### src/rtl/reduce_1s.sv
// Serial run-length reducer: reports the length of each
// completed run of 1s on a bit stream, saturating at 7.
module reduce_1s (
  input  logic       clk,
  input  logic       reset,
  input  logic       in,
  output logic [2:0] out
);

  typedef enum logic [3:0] {
    S0 = 4'd0,
    S1 = 4'd1,
    S2 = 4'd2,
    S3 = 4'd3,
    S4 = 4'd4,
    S5 = 4'd5,
    S6 = 4'd6,
    S7 = 4'd7
  } state_t;

  state_t state;

  // Run-length FSM; out updates only when a run is closed by a 0.
  always_ff @(posedge clk) begin
    if (!reset) begin
      state <= S0;
      out   <= 3'd0;
    end else begin
      case (state)
        S0: begin
          if (in) state <= S1;
          else    state <= S0;
        end
        S1, S2, S3, S4, S5, S6: begin
          if (in) begin
            state <= state_t'(state + 4'd1);
          end else begin
            out   <= state[2:0];
            state <= S0;
          end
        end
        S7: begin
          if (!in) begin
            out   <= 3'd7;
            state <= S0;
          end
        end
        default: state <= S0;
      endcase
    end
  end

endmodule

### config.mk
export PLATFORM = sky130hd
export DESIGN_NAME = reduce_1s
export DESIGN_NICKNAME = d
export VERILOG_FILES = /design/src/rtl/reduce_1s.sv
export SDC_FILE = /design/constraint.sdc
export NUM_CORES = 1
export LEC_CHECK = 0
export ABC_AREA = 1
export CAP_MARGIN = 20
export CORE_AREA = 2 2 39 41
export DETAILED_ROUTE_END_ITERATION = 8
export DIE_AREA = 0 0 41 43
export GPL_TIMING_DRIVEN = 0
export SLEW_MARGIN = 20
export SYNTH_ARGS = -nofsm -noshare
export SYNTH_HDL_FRONTEND = slang
export SYNTH_SLANG_ARGS = --single-unit
### constraint.sdc
create_clock -name clk -period 1.3 [get_ports clk]
set_clock_uncertainty 0.1 [all_clocks]
set_input_delay 0.26 -clock clk [delete_from_list [all_inputs] [get_ports clk]]
set_output_delay 0.26 -clock clk [all_outputs]
set_load 0.03 [all_outputs]
Word-level counts from Yosys, hierarchy flattened
Cells that the tools add are included.

Word-level logic and storage cells: 23. Memories kept: 0. Bits in latches: 0. Output and inout bits: 3. ROM bits: 0. Input bits: 3. RAM bits: 0. Register bits after elaboration: 7.

Add/sub/neg operators: 1. Reductions and logical operators: 4. Bitwise gates (word level): 0. Muxes and demuxes: 7. Divide/modulo/power cells: 0. Multipliers: 0. Equality and inequality tests: 9. $lt $le $gt $ge: 0. Shifts and indexed selects: 0.

Operators by type and width (count): equality test 4 x 3 -> 1 bit (second input constant) (4); one-hot mux 4 bit (3 select lines) (1); equality test 4 x 2 -> 1 bit (second input constant) (2); two-way mux 4 bit (2); two-way mux 3 bit (2); one-hot mux 3 bit (2 select lines) (1); OR reduction 6 bit (1); adder 4 x 1 -> 4 bit (second input constant) (1); equality test 4 x 1 -> 1 bit (second input constant) (1); logical NOT 4 bit (1); != test 2 bit (second input constant) (2); AND reduction 3 bit (1); nonzero test 2 bit (1); two-way mux 1 bit (1).

Depth between registers and ports, before layout
Gate-level depths: netlist of the first run.

Depth after elaboration: 4. Mapped depth: 10. Mapped depth without buffers: 10.

Worst setup path after synthesis of the first run
Ideal clock, no wire load.

Path type: reg2reg. From: register state[0]. To: register out[0]. Cell stages (with the launch flop): 9. Setup time: 0.116 ns. Slack: -0.111 ns. Clock period less this slack: 1.411 ns. Arrival time: 1.195 ns. Path through: dfxtp_1 -> inv_1 -> ha_1 -> nor2_1 -> nand2_1 -> nand2_1 -> nand3_2 -> a21oi_1 -> nor2_1.

Cells in the longest elaborated chain, start to end: 4. Elaborated cells on any way between the ends: 14. Those cells by class: eq/ne (9); mux (2); reduce/logical (3).

RTL lines: start, declared (line 21) `state_t state;`; start signal, assigned (line 36) `state <= state_t'(state + 4'd1);`; equality test 4 x 1 -> 1 bit (tied with other cells) (line 29) `case (state)`; OR reduction 6 bit (line 29); != test 2 bit (no line) / nonzero test 2 bit (equally long branches); AND reduction 3 bit (no line); end signal, assigned (line 38) `out <= state[2:0];`; end, declared (line 7) `output logic [2:0] out`.

Several ways; a longest one is shown, not always the timed one. The select of a mux whose other input is x is not followed. A chain may end at the register's enable or synchronous reset.

Worst setup path after layout of the first run
From: register state[0]. To: register state[0].

Cells in the longest elaborated chain, start to end: 3. Elaborated cells on any way between the ends: 13. Those cells by class: add/sub (1); eq/ne (8); mux (2); reduce/logical (2).

RTL lines (line): adder 4 x 1 -> 4 bit (tied with other cells) (36); two-way mux 4 bit / OR reduction 6 bit (equally long branches) (35, 29); one-hot mux 4 bit (3 select lines) (29).

Several ways; a longest one is shown, not always the timed one.

==> out/qor.yml, run 1 <==
routing:
  drtIter0Drc: 5
  drcViolationCount: 0
  vias: 418
  first_pass_iters: 4
  ant_nets: 0
  wirelength_um: 863
  post_drt_wl_per_cell_um: 9.70
  viasPerCell: 4.70
global_route:
  track_usage: 0.127
  grt_pass1_vias: 386
  grt_start_max_net_pins: 8
  grt_overflow: 0
  grt_first_pass_wirelength_um: 1490
  antenna_found_initial: 0
worst_setup_path:
  path_buf_inv: 1
  reg2reg_slack_ns: -0.09
  path_cells: "inv_4 -> ha_4 -> nor2_4 -> nand2_1 -> nand2_2 -> nand2_4 -> nand2_2 -> nand2_1 -> nand2_1 -> a21oi_2"
  setup.worst_path.start_class: "flop"
  worst-path-max-fanout: 5
  reg2reg_from: "state[0]"
  path_class: "reg -> reg"
  reg2reg_depth: 10
  cp_top_family: "simple AND/OR/NAND/NOR gates"
  cp.arrival_ns: 1.42
  worstSetupEndpointType: "flop"
  worstReg2RegEnd: "state[0]"
  cpMaxStageDelayCell: "dfxtp_4"
  crit_path_max_incr_delay_ns: 0.38
  cp_common_cell: "nand2_1"
  cp.required_ns: 1.33
die:
  start_util: 0.316
  coreArea_um2: 1380
  rows: 14
  die_y_um: 43
  dieArea_um2: 1760
  die_x_um: 41
  ios: 6
yosys:
  ys_types: 17
  ys_ff_latch: 7
  synth_area_um2: 437
  ys_seq_area_frac: 0.321
  yosysTopAreaCell: "dfxtp_1"
  syn-instance-count: 61
  synth_fp_nets: 68
  syn_area_per_cell_um2: 7.16
  synth_top_area_frac: 0.321
  ys_warn_count: 0
  synthTopCellsByArea: "dfxtp_1, nand2_1, ha_1"
clock_network:
  htree_levels: 1
  cts_buffers: 3
  hold_buffers: 0
  clk_latency_ns: 0.24
  cts_root_buf: "clkbuf_4"
  clkTransAtPathRegs_ns: 0.05
  cts_buffer_depth: 2
  cts_tree: "yes"
  cts_sinks: 7
run_status:
  status: "finished with violations"
  violations: "negative setup slack"
cells_and_area:
  antennaDiodeCount: 0
  drive_above_1_share: 0.425
  stdcell_count: 89
  fin_area_um2: 622
  final_common_cell: "nand2_1"
  final_cell_mix: "nand2_1, dfxtp_1"
  fin_util: 0.449
  nets: 81
  syn2layout_area_growth_pct: 42.4
placed_design:
  placed_cells: 82
  gp_congestion: 0.797
  place_area_um2: 532
  port_buffers: 5
  dp_hpwl_um: 646
  place_ws_ns: -0.174
hold_path:
  whs_path_depth: 2
  holdPathEnd: "out[2]"
  hp-class: "reg -> reg"
  hp-start: "out[2]"
sta:
  rsz0062_at_grt: "yes"
  relSlewSlack: 0.843
  fin_setup_tns_ns: -0.253
  final.min_clock_period_ns: 1.39
  maxSlewViolCount: 0
  hold_viol: 0
  setup_viol: 6
  worst-slew-pin-transition_ns: 0.236
  fin_crit_sh: 1.07
  layout_setup_ws_ns: -0.0901
  fmax_mhz: 719
flow_run:
  maxCapViolCount: 0
power:
  p_leak_nw: 0.273
  ir_drop_uv: 475
  power.density_nw_per_um2: 819
cells by family (layout without fill, tap and decap cells):
family / Yosys count / in the layout / synth area share
AND/OR/NAND/NOR: 33 / 33 / 0.378
flip-flops: 7 / 7 / 0.321
AO/OA/AOI/OAI: 7 / 7 / 0.0888
adder cells (fa/ha/maj): 4 / 4 / 0.115
XOR/XNOR: 1 / 1 / 0.0201
buffers and inverters: 9 / 21 / 0.0774
synth_stat cells:
| master | number |
|---|---|
| nor4_2 | 1 |
| nand2_4 | 1 |
| o21ai_0 | 1 |
| dfxtp_1 | 7 |
| nand4_1 | 2 |
| nand2_2 | 2 |
| nand3_2 | 1 |
| xor2_1 | 1 |
| a21oi_1 | 5 |
| nor2_2 | 2 |
| ha_1 | 4 |
| nand3_1 | 3 |
| nor2_1 | 6 |
| a21oi_2 | 1 |
| inv_2 | 2 |
| nand2_1 | 15 |
| inv_1 | 7 |
flip-flops by register name, indices dropped and copies added (netlist names):
signal  count
out         3
state       4
power by group:
part | switching, mW | internal (mW) | leakage [nW]
Combinational | 0.0520 | 0.0376 | 0.200
Sequential | 0.00719 | 0.220 | 0.0584
Clock | 0.0760 | 0.117 | 0.0150
worst register-to-register path, stage by stage (launching register included):
cell     delay (ns)
dfxtp_4        0.38
inv_4          0.05
ha_4           0.15
nor2_4         0.10
nand2_1        0.07
nand2_2        0.10
nand2_4        0.08
nand2_2        0.07
nand2_1        0.06
nand2_1        0.07
a21oi_2        0.05
metrics by stage:
stage,power [mW],hold WS (ns)
5_1_grt,0.548,0.407
3_3_place_gp,0.310,0.356
2_1_floorplan,0.283,0.281
3_5_place_dp,0.310,0.366
6_report,0.509,0.380
4_1_cts,0.521,0.387
what timing repair did:
item	in CTS	in global routing
gates resized for setup	18	5
pin swaps	4	1
buffers inserted	3	0
setup endpoints to repair	10	8
final cells by class:
cell class / count / area (um^2)
inverter: 9 / 38.8
sequential: 7 / 148
tap: 16 / 20.0
timing repair buffer: 8 / 70.1
clock buffer: 4 / 26.3
multi-input combinational: 45 / 319
fill: 139 / 762
how the worst max path moves through the flow:
stage	depth (start not counted)	slack, ns	end	from
6_report	10	-0.09	state[0]	state[0]
5_1_grt	10	-0.18	state[0]	state[0]
4_1_cts	10	-0.11	state[0]	state[0]
3_5_place_dp	5	-0.17	state[1]	in
3_3_place_gp	5	-0.17	state[1]	in
2_1_floorplan	8	-0.003	out[0]	state[0]
per-layer routing:
layer / track usage / part of all wire
met4: 0.0600 / 0
met3: 0.0628 / 0.019
met1: 0.145 / 0.45
met2: 0.188 / 0.53
met5: 0 / 0
No activity file was read; power rests on OpenSTA's default activity.
==> inputs of run 2 (changes only) <==
Settings changed: CAP_MARGIN 20 to 5.
==> results of run 2 <==
Final layout, timing and power as in run 1 (identical DEF).
